### src/rtl/ssc_change_dispenser_if.sv
// Result/coin channel bundle for the snack-shop change dispenser.
// slave  : the dispenser view (takes the result, drives coin requests and status).
// master : the surrounding view (SSC result stage + coin hopper).
// Ports  : in_valid/in_ready/in_card_ok/in_change (result handshake),
//          coin_valid/coin_ready/coin_code/coin_value (coin handshake),
//          is_refund/done (transaction status).
interface ssc_change_dispenser_if #(
  parameter int W_CHG = 9
);
  logic             in_valid;
  logic             in_ready;
  logic             in_card_ok;
  logic [W_CHG-1:0] in_change;
  logic             coin_valid;
  logic             coin_ready;
  logic [1:0]       coin_code;
  logic [5:0]       coin_value;
  logic             is_refund;
  logic             done;

  modport slave (
    input  in_valid, in_card_ok, in_change, coin_ready,
    output in_ready, coin_valid, coin_code, coin_value, is_refund, done
  );

  modport master (
    output in_valid, in_card_ok, in_change, coin_ready,
    input  in_ready, coin_valid, coin_code, coin_value, is_refund, done
  );
endinterface

### src/rtl/ssc_change_dispenser.sv
// Change dispenser: accepts one (card_ok, change) result and pays it out as
// coins, greedy largest-first, one coin per coin handshake.
// Latency: done pulses ncoins+1 cycles after acceptance when coin_ready is high;
// a low coin_ready holds the current coin request stable until accepted.
// Ports: clk, rst (synchronous, active-high), bus (slave modport of
// ssc_change_dispenser_if). Optional: SSC_DISP_STATS_EN adds coin_total and
// txn_total saturating 16-bit counters of coin handshakes and done pulses.
module ssc_change_dispenser #(
  parameter int W_CHG  = 9,
  parameter int DENOM0 = 50,
  parameter int DENOM1 = 10,
  parameter int DENOM2 = 5,
  parameter int DENOM3 = 1   // must be 1 so every amount can be paid
) (
  input  logic                   clk,
  input  logic                   rst,
  ssc_change_dispenser_if.slave  bus
`ifdef SSC_DISP_STATS_EN
  ,
  output logic [15:0]            coin_total,
  output logic [15:0]            txn_total
`endif
);

  typedef enum logic [1:0] {
    IDLE = 2'd0,
    DISP = 2'd1,
    DONE = 2'd2
  } state_t;

  state_t           state, state_nxt;
  logic [W_CHG-1:0] rem, rem_nxt;
  logic [1:0]       code_q, code_nxt;
  logic [5:0]       val_q, val_nxt;
  logic             refund_q, refund_nxt;
  logic [W_CHG-1:0] rem_after;

  // Largest denomination not exceeding amt. Only called with amt != 0, so
  // the DENOM3 fall-through is always a legal coin.
  function automatic logic [1:0] pick(input logic [W_CHG-1:0] amt);
    if (amt >= W_CHG'(DENOM0))      return 2'd0;
    else if (amt >= W_CHG'(DENOM1)) return 2'd1;
    else if (amt >= W_CHG'(DENOM2)) return 2'd2;
    else                            return 2'd3;
  endfunction

  function automatic logic [5:0] denom_of(input logic [1:0] code);
    case (code)
      2'd0:    return 6'(DENOM0);
      2'd1:    return 6'(DENOM1);
      2'd2:    return 6'(DENOM2);
      default: return 6'(DENOM3);
    endcase
  endfunction

  // The coin being offered never exceeds rem, so this cannot underflow.
  assign rem_after = rem - W_CHG'(val_q);

  always_ff @(posedge clk) begin
    if (rst) begin
      state    <= IDLE;
      rem      <= '0;
      code_q   <= 2'd0;
      val_q    <= 6'd0;
      refund_q <= 1'b0;
    end else begin
      state    <= state_nxt;
      rem      <= rem_nxt;
      code_q   <= code_nxt;
      val_q    <= val_nxt;
      refund_q <= refund_nxt;
    end
  end

  always_comb begin
    state_nxt  = state;
    rem_nxt    = rem;
    code_nxt   = code_q;
    val_nxt    = val_q;
    refund_nxt = refund_q;
    case (state)
      IDLE: begin
        if (bus.in_valid) begin
          rem_nxt    = bus.in_change;
          refund_nxt = ~bus.in_card_ok;
          if (bus.in_change != '0) begin
            state_nxt = DISP;
            code_nxt  = pick(bus.in_change);
            val_nxt   = denom_of(pick(bus.in_change));
          end else begin
            state_nxt = DONE;
          end
        end
      end
      DISP: begin
        // coin_valid is implied by DISP; only coin_ready gates progress,
        // so code/value are untouched while the hopper stalls.
        if (bus.coin_ready) begin
          rem_nxt = rem_after;
          if (rem_after == '0) begin
            state_nxt = DONE;
          end else begin
            code_nxt = pick(rem_after);
            val_nxt  = denom_of(pick(rem_after));
          end
        end
      end
      DONE:    state_nxt = IDLE;
      default: state_nxt = IDLE;
    endcase
  end

  // Status outputs decode the state register directly, so they are glitch-free.
  assign bus.in_ready   = (state == IDLE);
  assign bus.coin_valid = (state == DISP);
  assign bus.done       = (state == DONE);
  assign bus.coin_code  = code_q;
  assign bus.coin_value = val_q;
  assign bus.is_refund  = refund_q;

`ifdef SSC_DISP_STATS_EN
  always_ff @(posedge clk) begin
    if (rst) begin
      coin_total <= 16'd0;
      txn_total  <= 16'd0;
    end else begin
      if (bus.coin_valid && bus.coin_ready && (coin_total != 16'hFFFF))
        coin_total <= coin_total + 16'd1;
      if (bus.done && (txn_total != 16'hFFFF))
        txn_total <= txn_total + 16'd1;
    end
  end
`endif

endmodule
### src/flat_wrapper.sv
// flat-port wrapper written by rule: the top's interface ports become plain ports
module ssc_change_dispenser_flat 
#(
  parameter int W_CHG  = 9,
  parameter int DENOM0 = 50,
  parameter int DENOM1 = 10,
  parameter int DENOM2 = 5,
  parameter int DENOM3 = 1                                           
)
  (clk, rst, bus_in_valid, bus_in_card_ok, bus_in_change, bus_coin_ready, bus_in_ready, bus_coin_valid, bus_coin_code, bus_coin_value, bus_is_refund, bus_done);
  ssc_change_dispenser_if #(.W_CHG(W_CHG)) bus_i ();
  input  logic clk;
  input  logic rst;
  input wire logic [$bits(bus_i.in_valid)-1:0] bus_in_valid;
  input wire logic [$bits(bus_i.in_card_ok)-1:0] bus_in_card_ok;
  input wire logic [$bits(bus_i.in_change)-1:0] bus_in_change;
  input wire logic [$bits(bus_i.coin_ready)-1:0] bus_coin_ready;
  output wire logic [$bits(bus_i.in_ready)-1:0] bus_in_ready;
  output wire logic [$bits(bus_i.coin_valid)-1:0] bus_coin_valid;
  output wire logic [$bits(bus_i.coin_code)-1:0] bus_coin_code;
  output wire logic [$bits(bus_i.coin_value)-1:0] bus_coin_value;
  output wire logic [$bits(bus_i.is_refund)-1:0] bus_is_refund;
  output wire logic [$bits(bus_i.done)-1:0] bus_done;
  assign bus_i.in_valid = bus_in_valid;
  assign bus_i.in_card_ok = bus_in_card_ok;
  assign bus_i.in_change = bus_in_change;
  assign bus_i.coin_ready = bus_coin_ready;
  assign bus_in_ready = bus_i.in_ready;
  assign bus_coin_valid = bus_i.coin_valid;
  assign bus_coin_code = bus_i.coin_code;
  assign bus_coin_value = bus_i.coin_value;
  assign bus_is_refund = bus_i.is_refund;
  assign bus_done = bus_i.done;
  ssc_change_dispenser #(.W_CHG(W_CHG), .DENOM0(DENOM0), .DENOM1(DENOM1), .DENOM2(DENOM2), .DENOM3(DENOM3)) u_core (.clk(clk), .rst(rst), .bus(bus_i));
endmodule
### config.mk
export PLATFORM = sky130hd
export DESIGN_NAME = ssc_change_dispenser_flat
export DESIGN_NICKNAME = d
export VERILOG_FILES = /design/src/rtl/ssc_change_dispenser_if.sv /design/src/rtl/ssc_change_dispenser.sv /design/src/flat_wrapper.sv
export SDC_FILE = /design/constraint.sdc
export NUM_CORES = 1
export LEC_CHECK = 0
export CORE_AREA = 2 2 50 64
export DETAILED_ROUTE_END_ITERATION = 10
export DIE_AREA = 0 0 52 66
export HOLD_SLACK_MARGIN = 0.05
export PLACE_DENSITY = 0.77
export RECOVER_POWER = 50
export SLEW_MARGIN = 20
export SYNTH_ARGS = -nofsm -noshare
export SYNTH_HDL_FRONTEND = slang
export SYNTH_SLANG_ARGS = --single-unit
### constraint.sdc
create_clock -name clk -period 3.23 [get_ports clk]
set_input_delay 0.323 -clock clk [delete_from_list [all_inputs] [get_ports clk]]
set_output_delay 0.323 -clock clk [all_outputs]
set_load 0.02 [all_outputs]
# Yosys cells after proc, flatten, opt, wreduce, memory -nomap -nowiden
# Cells that the tools add are included.
[totals]
elab_cells = 62
regBits = 20
output_inout_bits = 12
input_bits = 14
[op_classes]
eq_ne = 11
n_lt_le_gt_ge = 6
n_mux = 28
reduce_logical = 10
bitwise = 1
add_sub_neg = 1
[op_table]
columns = ["operator", "count"]
rows = [
  ["case mux 6 bit (3 select lines)", 2],
  ["two-way mux 2 bit", 14],
  ["two-way mux 6 bit", 4],
  ["greater-or-equal comparator 9 x 3 -> 1 bit, second input constant", 2],
  ["greater-or-equal comparator 9 x 4 -> 1 bit, second input constant", 2],
  ["greater-or-equal comparator 9 x 6 -> 1 bit, second input constant", 2],
  ["two-way mux 9 bit", 2],
  ["case mux 9 bit (2 select lines)", 1],
  ["case mux 6 bit (2 select lines)", 1],
  ["logical NOT 9 bit", 1],
  ["nonzero test 9 bit", 1],
  ["subtractor 9 x 6 -> 9 bit", 1],
  ["case mux 2 bit (2 select lines)", 2],
  ["equality test 2 x 1 -> 1 bit, second input constant", 3],
  ["equality test 2 bit, second input constant", 3],
  ["logical NOT 2 bit", 3],
  ["!= test 2 bit, second input constant", 3],
  ["AND reduction 3 bit", 2],
  ["AND reduction 5 bit", 1],
  ["!= test 2 x 1 -> 1 bit, second input constant", 2],
  ["two-way mux 1 bit", 2],
  ["AND reduction 2 bit", 1],
  ["nonzero test 2 bit", 1],
  ["NOT 1 bit", 1],
]

# Logic depth before layout (Yosys ltp)
# Gate-level depths: netlist of the first run.
[depth]
ltp_word = 13
ltp_mapped = 11
ltp_nobuf = 11

# Least setup slack after synthesis of the first run
# OpenSTA, ideal clock, no wires.
[synth_path]
kind = "flip-flop to flip-flop"
start = "register, netlist name u_core.bus.coin_code[1]"
end = "register u_core.code_q[0], in the netlist u_core.bus.coin_code[0]"
setup_time_ns = 0.124
path_stages_with_launch = 11
n_path_buf = 0
synth_period_minus_slack_ns = 2.928
arrival_ns = 2.804
path_slack_ns = 0.302
t_required_ns = 3.106
cell_sequence = "dfxtp_1 ha_1 inv_1 fa_1 a21oi_2 o21bai_1 a211o_1 a221o_1 o41a_1 o31ai_1 a31oi_1"
[synth_rtl]
columns = ["item", "line", "rtl"]
rows = [
  ["end signal, assigned", "ssc_change_dispenser.sv:69", "code_q <= code_nxt;"],
  ["end, declared", "ssc_change_dispenser.sv:33", "logic [1:0] code_q, code_nxt;"],
]

==> results.ini, run 1 <==
[status]
outcome = complete, no violations

[floorplan]
die-area_um2 = 3430
die_x_um = 52
die_h_um = 66
start_util = 0.502
core_um2 = 2840
pin_count = 26
rows = 22

[sta]
max_freq_mhz = 328
fin_skew_ns = 0.00108
rsz0062_at_grt = no
period_needed_ns = 3.05
setup-violations-final = 0
fin_setup_tns_ns = 0
hold_viol = 0
finalCritPeriodShare = 0.944
timing.final.ws_setup_ns = 0.182
worst_slew_pin_slew_ns = 0.734
max_slew_margin = 0.508
whs_ns = 0.493
maxSlewViolCount = 0

[clock_network]
insertion_delay_ns = 0.30
cts_max_level = 1
clockBufferDepth = 2
cts_sinks = 18
post_cts_buffers = 0
cts_tree = done
cts_buffers = 3
clk_pin_slew_ns = 0.10
root_buffer = clkbuf_4

[cells_and_area]
antennaDiodeCount = 0
final_layout_size_suffix_gt1_frac = 0.0825
area_delta_synth_final_pct = 21.8
layout.nets = 229
nFillCells = 255

[place]
dp_hpwl_um = 3060
routabilityCongestion = 0.819
port_buffers = 25
post-place-ws_ns = 0.133

[logic_synthesis]
ys_ff_latch = 18
syn_nets = 202
synth_top_area_cell = dfxtp_1
async_flop_share = 0
ys_seq_area_frac = 0.253
synth_ff_type = dfxtp_1
synth_edf_count = 0
ys_top_cells_by_area = dfxtp_1, ha_1, nand2_1
synthCells = 181
ys_top_cells_by_count = nand2_1, dfxtp_1, nor2_1
ys_warn_count = 0
syn_area_um2 = 1420
ys_types = 48
synth.top_cell.area_share = 0.253
synth.avg_cell_area_um2 = 7.86
synth.most_common_cell = nand2_1

[pwr]
power.density_nw_per_um2 = 574
p_leak_nw = 0.664
irDropWorstVdd_v = 0.000286

[grt]
grt_max_degree = 16
overflow = 0
antenna_found_initial = 0
grt_pass1_vias = 1415
grt_pass1_wl_um = 6320
grt_util_all_layers = 0.245

[worst_setup_path]
cp.required_ns = 3.42
crit_path_end_kind = register
critPathLaunchType = register
arrival_ns = 3.24
crit_fanout = 5
critPathKind = register to register

[routing]
dr.pass1.iters = 4
routed-via-count = 1475
drc_errors = 0
wirelength_um = 3820
wire_per_inst_um = 15.8
antenna_left = 0
vias_per_cell = 6.10
drt_iter0_markers = 41

[flow_run]
cap_viol_max_count = 0

[min_path]
hp-class = register to register

==> final cells by class <==
| cell class | count | area [um2] | share of cell area |
|---|---|---|---|
| Multi-Input combinational cell | 145 | 987 | 0.570 |
| Sequential cell | 18 | 360 | 0.208 |
| Timing Repair Buffer | 28 | 273 | 0.157 |
| Inverter | 12 | 45.0 | 0.0260 |
| Tap cell | 36 | 45.0 | 0.0260 |
| Clock buffer | 3 | 22.5 | 0.0130 |
==> logic make-up (layout without fill, tap and decap cells) <==
group,after synthesis,in the layout,share of synthesized area
flops,18,18,0.253
xor+xnor,3,3,0.0185
compound gates,67,67,0.369
simple gates,67,67,0.232
mux,1,1,0.00704
fa+ha+maj,7,7,0.0668
buf+inv,18,43,0.0528
==> sequential cells by signal, summed over array words and instances, names as in the netlist <==
signal,count
u_core.rem,9
u_core.bus.coin_value,4
u_core.bus.is_refund,1
u_core.bus.coin_code,2
u_core.state,2
==> worst max-delay path, cell delays in order, from the launching register on <==
cell and delay (ns):
dfxtp_1 0.39, ha_1 0.21, inv_1 0.07, fa_1 0.44, a21oi_2 0.21, o21bai_1 0.13
a211o_1 0.33, a221o_1 0.42, o41a_1 0.42, o31ai_1 0.24, a31oi_1 0.07
==> path summary, 6_finish.rpt <==
path | start | to | slack [ns] | depth (start not counted)
worst max-delay path | u_core.bus.coin_code[1] | u_core.bus.coin_value[3] | 0.18 | 10
worst max register to register | u_core.bus.coin_code[1] | u_core.bus.coin_value[3] | 0.18 | 10
worst min-delay path | u_core.rem[2] | u_core.rem[2] | 0.49 | 2
worst min register to register | u_core.rem[2] | u_core.rem[2] | 0.49 | 2
==> layout by cell type, fill, tap and decap left out, drive strengths merged, types with 5 or more instances in the layout <==
cell type      synthesis  layout
a211oi                 5       5
a21oi                 12      12
a311oi                 7       7
clkdlybuf4s50          0      14
dfxtp                 18      18
dlygate4sd3            0      11
ha                     6       6
inv                   11      11
nand2                 19      19
nand2b                 8       8
nor2                  18      18
nor3                   6       6
o211ai                 6       6
o21ai                  8       8
or3                    5       5
==> layer usage <==
layer  track usage  up-vias  share of wire
met5             0        -              0
met4         0.109        0          0.027
met3        0.0136        9          0.028
met2         0.429       37           0.51
met1         0.302      695           0.43
li1              -      734              -
==> metrics by stage <==
| stage | utilization | area, um2 | std cells | power [mW] |
|---|---|---|---|---|
| final | 0.611 | 1730 | 242 | 0.995 |
| after global routing | 0.611 | 1730 | 242 | 1.07 |
| after CTS | 0.611 | 1730 | 242 | 0.995 |
| after detailed placement | 0.603 | 1710 | 239 | 0.881 |
| after global placement | 0.603 | 1710 | 239 | 0.867 |
| after floorplan | - | 1420 | 181 | 0.724 |
==> repair_timing <==
item,4_1_cts,5_1_grt
endpoints found under the setup margin,0,4
resized for setup,0,0
hold buffers,0,0
==> where the power goes <==
part | internal (mW) | switching [mW]
Sequential | 0.252 | 0.0272
Combinational | 0.237 | 0.366
Clock | 0.0435 | 0.0696
Total | 0.532 | 0.463
No activity file was read; power rests on OpenSTA's default activity.
==> run 2, diff against run 1 <==
--- a/config.mk
+++ b/config.mk
@@ -5,11 +5,12 @@
 export SDC_FILE = /design/constraint.sdc
 export NUM_CORES = 1
 export LEC_CHECK = 0
-export CORE_AREA = 2 2 50 64
+export CORE_AREA = 2 2 49 62
+export CTS_CLUSTER_DIAMETER = 80
 export DETAILED_ROUTE_END_ITERATION = 10
-export DIE_AREA = 0 0 52 66
+export DIE_AREA = 0 0 51 64
 export HOLD_SLACK_MARGIN = 0.05
-export PLACE_DENSITY = 0.77
+export PLACE_DENSITY = 0.81
 export RECOVER_POWER = 50
 export SLEW_MARGIN = 20
 export SYNTH_ARGS = -nofsm -noshare
==> constraint.sdc (replaced) <==
create_clock -name clk -period 3.95 [get_ports clk]
set_input_delay 0.395 -clock clk [delete_from_list [all_inputs] [get_ports clk]]
set_output_delay 0.395 -clock clk [all_outputs]
set_load 0.02 [all_outputs]
==> run 2 against run 1 <==
  * Register-to-register slack improved by 0.72 ns
  * Sequential share of layout area up 0.34 points
  * Clock-buffer cell count unchanged
  * Final cell count fell by 2.1%
  * Design area shrank 1.6%
  * Largest power group unchanged
  * Highest routed layer unchanged
==> results.ini, run 2 (synthesis results as in run 1) <==
[routing]
antenna_left = 0
routed-via-count = 1440
dr.pass1.iters = 5
wire_per_inst_um = 15.6
vias_per_cell = 6.08
wirelength_um = 3690
drc_errors = 0
drt_iter0_markers = 32

[pwr]
power.density_nw_per_um2 = 467
irDropWorstVdd_v = 0.000246
p_leak_nw = 0.648
finalPower_mw = 0.797

[clock_network]
insertion_delay_ns = 0.30
root_buffer = clkbuf_4
ctsResizeCount = 0
clk_pin_slew_ns = 0.10
cts_hold_buffers = 0
post_cts_buffers = 0
cts_max_level = 1
cts_sinks = 18
clockBufferDepth = 2
cts_buffers = 3
cts_tree = done

[sta]
worst_slew_pin_slew_ns = 0.841
finalCritPeriodShare = 0.771
rsz0062_at_grt = no
max_slew_margin = 0.439
fin_skew_ns = 0.00374
period_needed_ns = 3.05
fin_setup_tns_ns = 0
setup-violations-final = 0
max_freq_mhz = 328
hold_viol = 0
maxSlewViolCount = 0

[place]
port_buffers = 25
routabilityCongestion = 0.986
dp_hpwl_um = 2960
dpl.cell_count = 234
dpl_cell_area_um2 = 1690

[cells_and_area]
final_util = 0.643
layout_commonest_cell = nand2_1
fin_area_um2 = 1710
antennaDiodeCount = 0
final_cell_mix = nand2_1, nor2_1, dfxtp_1
largest_reg_flops = 9
final_layout_size_suffix_gt1_frac = 0.0640
nFillCells = 238
layout.nets = 226
instances_no_fill = 237
area_delta_synth_final_pct = 19.9
top_register = u_core.rem

[grt]
overflow = 0
grt_max_degree = 16
grt_pass1_wl_um = 6370
grt_pass1_vias = 1435
grt_util_all_layers = 0.254
antenna_found_initial = 0

[status]
outcome = complete, no violations

[worst_setup_path]
critPathLaunchType = register
cp-startpoint = u_core.bus.coin_code[1]
crit_path_end_kind = register
arrival_ns = 3.24
endpoint = u_core.bus.coin_value[3]
critPathKind = register to register
cp.required_ns = 4.14
crit_fanout = 5
r2r_cells = 10
worst_r2r_endpoint = u_core.bus.coin_value[3]
r2r_start = u_core.bus.coin_code[1]
rrSetupSlack_ns = 0.90

[flow_run]
cap_viol_max_count = 0

[floorplan]
rows = 21
die_h_um = 64
die_x_um = 51
pin_count = 26
die-area_um2 = 3260
start_util = 0.536
core_um2 = 2650

[min_path]
holdCritStartpoint = u_core.rem[2]
hp-class = register to register

## run 2: layer usage
metal	global-route usage	part of all wire	wire (um)
met5	0	0	0
met3	0.0327	0.043	160
met4	0.0980	0.025	94
met2	0.456	0.52	1900
met1	0.299	0.41	1530
## run 2: power by group
| part | leakage, nW | switching (mW) | internal [mW] |
|---|---|---|---|
| registers | 0.149 | 0.0219 | 0.206 |
| clock network | 0.0138 | 0.0575 | 0.0356 |
| logic | 0.485 | 0.288 | 0.188 |
## run 2: worst max-delay path: stages (launching register included)
cell and delay [ns]:
dfxtp_1 0.40, ha_1 0.18, inv_1 0.05, fa_1 0.44, a21oi_2 0.22, o21bai_1 0.12, a211o_1 0.32, a221o_1 0.41
o41a_1 0.47, o31ai_1 0.26, a31oi_1 0.06
## run 2: final cells by class
class	instances	area, um2	share of cell area
clock buffers	3	22.5	0.0132
inverters	12	45.0	0.0264
multi-input cells	145	985	0.577
flip-flops and latches	18	360	0.211
well taps	34	42.5	0.0249
repair buffers	25	250	0.147
## run 2: worst min-delay path by stage
stage | cells past startpoint | to
after floorplan | 2 | u_core.rem[2]
after global placement | 2 | u_core.rem[2]
after detailed placement | 2 | u_core.rem[2]
after CTS | 2 | u_core.rem[2]
after global routing | 2 | u_core.rem[2]
final | 2 | u_core.rem[2]
## run 2: stage by stage
step                      setup WS (ns)  hold slack [ns]
final                             0.904            0.470
after global routing              0.696            0.509
after CTS                         0.914            0.478
after detailed placement          0.913            0.464
after global placement             1.05            0.457
after floorplan                    1.02            0.436
==> run 3, diff against run 2 <==
--- a/config.mk
+++ b/config.mk
@@ -5,12 +5,12 @@
 export SDC_FILE = /design/constraint.sdc
 export NUM_CORES = 1
 export LEC_CHECK = 0
-export CORE_AREA = 2 2 49 62
+export CORE_AREA = 2 2 50 64
 export CTS_CLUSTER_DIAMETER = 80
 export DETAILED_ROUTE_END_ITERATION = 10
-export DIE_AREA = 0 0 51 64
+export DIE_AREA = 0 0 52 66
 export HOLD_SLACK_MARGIN = 0.05
-export PLACE_DENSITY = 0.81
+export PLACE_DENSITY = 0.77
 export RECOVER_POWER = 50
 export SLEW_MARGIN = 20
 export SYNTH_ARGS = -nofsm -noshare
==> constraint.sdc (replaced) <==
create_clock -name clk -period 2.85 [get_ports clk]
set_input_delay 0.285 -clock clk [delete_from_list [all_inputs] [get_ports clk]]
set_output_delay 0.285 -clock clk [all_outputs]
set_load 0.02 [all_outputs]
==> run 3 against run 2 <==
  * Combinational power is 78% higher
  * Final cell count rose by 8.0%
  * Setup slack worse by 0.90 ns
  * Critical endpoint is now u_core.bus.coin_code[1]
  * Largest cell class unchanged
==> results.ini, run 3 (synthesis results as in run 1) <==
[routing]
vias_per_cell = 5.93
drt_iter0_markers = 75
wire_per_inst_um = 15.8
routed-via-count = 1517
antenna_left = 0
drc_errors = 0
wirelength_um = 4030
dr.pass1.iters = 4

[sta]
max_freq_mhz = 352
worst_slew_pin_slew_ns = 0.547
max_slew_margin = 0.633
fin_skew_ns = 0.00160
setup-violations-final = 0
timing.final.ws_setup_ns = 0.00724
hold_viol = 0
period_needed_ns = 2.84
finalCritPeriodShare = 0.997
rsz0062_at_grt = yes
fin_setup_tns_ns = 0
maxSlewViolCount = 0

[worst_setup_path]
arrival_ns = 3.01
critPathLaunchType = register
crit_path_frequent_cell = buf_4
critPathTopFamily = compound AO/OA/AOI/OAI gates
cp.required_ns = 3.01
cp_slowest_cell = a221o_2
critPathKind = register to register
crit_fanout = 4
cpPeakStageDelay_ns = 0.40
crit_path_end_kind = register
path_cells = inv_2 -> ha_4 -> inv_2 -> fa_2 -> a21oi_2 -> o21bai_1 -> a211o_1 -> a221o_2 -> buf_4 -> o41ai_4 -> buf_4 -> buf_4 -> a311oi_1
cp_num_buf_inv = 5

[clock_network]
clk_pin_slew_ns = 0.10
cts_sinks = 18
root_buffer = clkbuf_4
cts_tree = done
cts_max_level = 1
clockBufferDepth = 2
cts_hold_buffers = 0
insertion_delay_ns = 0.29
cts_buffers = 3

[place]
dp_hpwl_um = 3090
port_buffers = 25
routabilityCongestion = 0.822
dpl.cell_count = 246
post-place-ws_ns = -0.0593

[pwr]
finalPower_mw = 1.29
switching_power_mw = 0.583
p_sw_frac = 0.452
pwr-share-clk = 0.098
p_leak_nw = 0.717
power.density_nw_per_um2 = 680
power_frac_comb = 0.654
irDropWorstVdd_v = 0.000399
p_int_mw = 0.708
power_frac_seq = 0.248

[cells_and_area]
largest_reg_flops = 9
antennaDiodeCount = 0
layout_commonest_cell = clkdlybuf4s50_1
nFillCells = 255
instances_no_fill = 256
area_delta_synth_final_pct = 33.5
final_cell_mix = clkdlybuf4s50_1, nand2_1, nor2_1, buf_4, dfxtp_1
final_layout_size_suffix_gt1_frac = 0.195
top_register = u_core.rem
layout.nets = 243

[grt]
grt_pass1_wl_um = 6550
antenna_found_initial = 0
grt_max_degree = 15
overflow = 0
grt_pass1_vias = 1471
grt_util_all_layers = 0.255

[floorplan]
die-area_um2 = 3430
pin_count = 26
start_util = 0.502
die_x_um = 52
rows = 22
die_h_um = 66
core_um2 = 2840

[flow_run]
cap_viol_max_count = 0

[status]
outcome = complete, no violations

[min_path]
hp-class = register to register

run 3: cell types whose count changed in the layout (fill, tap and decap cells not counted), sizes merged:
cell,delta
clkdlybuf4s50,+7
buf,+17
dlygate4sd3,-7
run 3: worst paths after layout:
kind | from | slack, ns | endpoint | depth (start not counted)
worst max-delay path | u_core.rem[0] | 0.007 | u_core.bus.coin_code[1] | 13
worst min-delay path | u_core.rem[2] | 0.50 | u_core.rem[2] | 2
worst max register to register | u_core.rem[0] | 0.007 | u_core.bus.coin_code[1] | 13
worst min register to register | u_core.rem[2] | 0.50 | u_core.rem[2] | 2
run 3: area by class of cell:
type	instances	area, um2	area share
inverters	12	45.0	0.0237
multi-input cells	145	1050	0.551
repair buffers	42	378	0.199
well taps	36	45.0	0.0237
clock buffers	3	22.5	0.0119
flip-flops and latches	18	363	0.191
run 3: worst reg2reg max path, cell delays in order (launching register included):
cell and delay (ns):
dfxtp_2 0.33, inv_2 0.07, ha_4 0.13, inv_2 0.04, fa_2 0.39, a21oi_2 0.16, o21bai_1 0.11, a211o_1 0.29
a221o_2 0.40, buf_4 0.16, o41ai_4 0.29, buf_4 0.18, buf_4 0.09, a311oi_1 0.07
run 3: timing repair:
item | CTS | global route
setup endpoints to repair | 6 | 8
buffers inserted | 1 | 6
cloned | 0 | 0
pin swaps | 6 | 10
resized for setup | 2 | 12
run 3: through the flow:
| step | hold slack (ns) | cell area [um2] | utilization |
|---|---|---|---|
| after floorplan | 0.357 | 1420 | - |
| after global placement | 0.459 | 1760 | 0.622 |
| after detailed placement | 0.472 | 1760 | 0.622 |
| after CTS | 0.487 | 1800 | 0.635 |
| after global routing | 0.539 | 1900 | 0.670 |
| final | 0.505 | 1900 | 0.670 |
run 3: power by group through the flow:
stage	clock (mW)	combinational (mW)	sequential [mW]
5_1_grt	0.136	0.917	0.324
2_1_floorplan	0	0.492	0.330
6_report	0.126	0.845	0.320
4_1_cts	0.127	0.745	0.317
3_5_place_dp	0	0.727	0.323
3_3_place_gp	0	0.717	0.321
run 3: metal layers:
layer,track usage,wire [um],vias to the layer above
met3,0.0226,135,6
met1,0.305,1730,706
met5,0,0,-
met4,0.118,68,0
met2,0.449,2100,46
li1,-,-,759
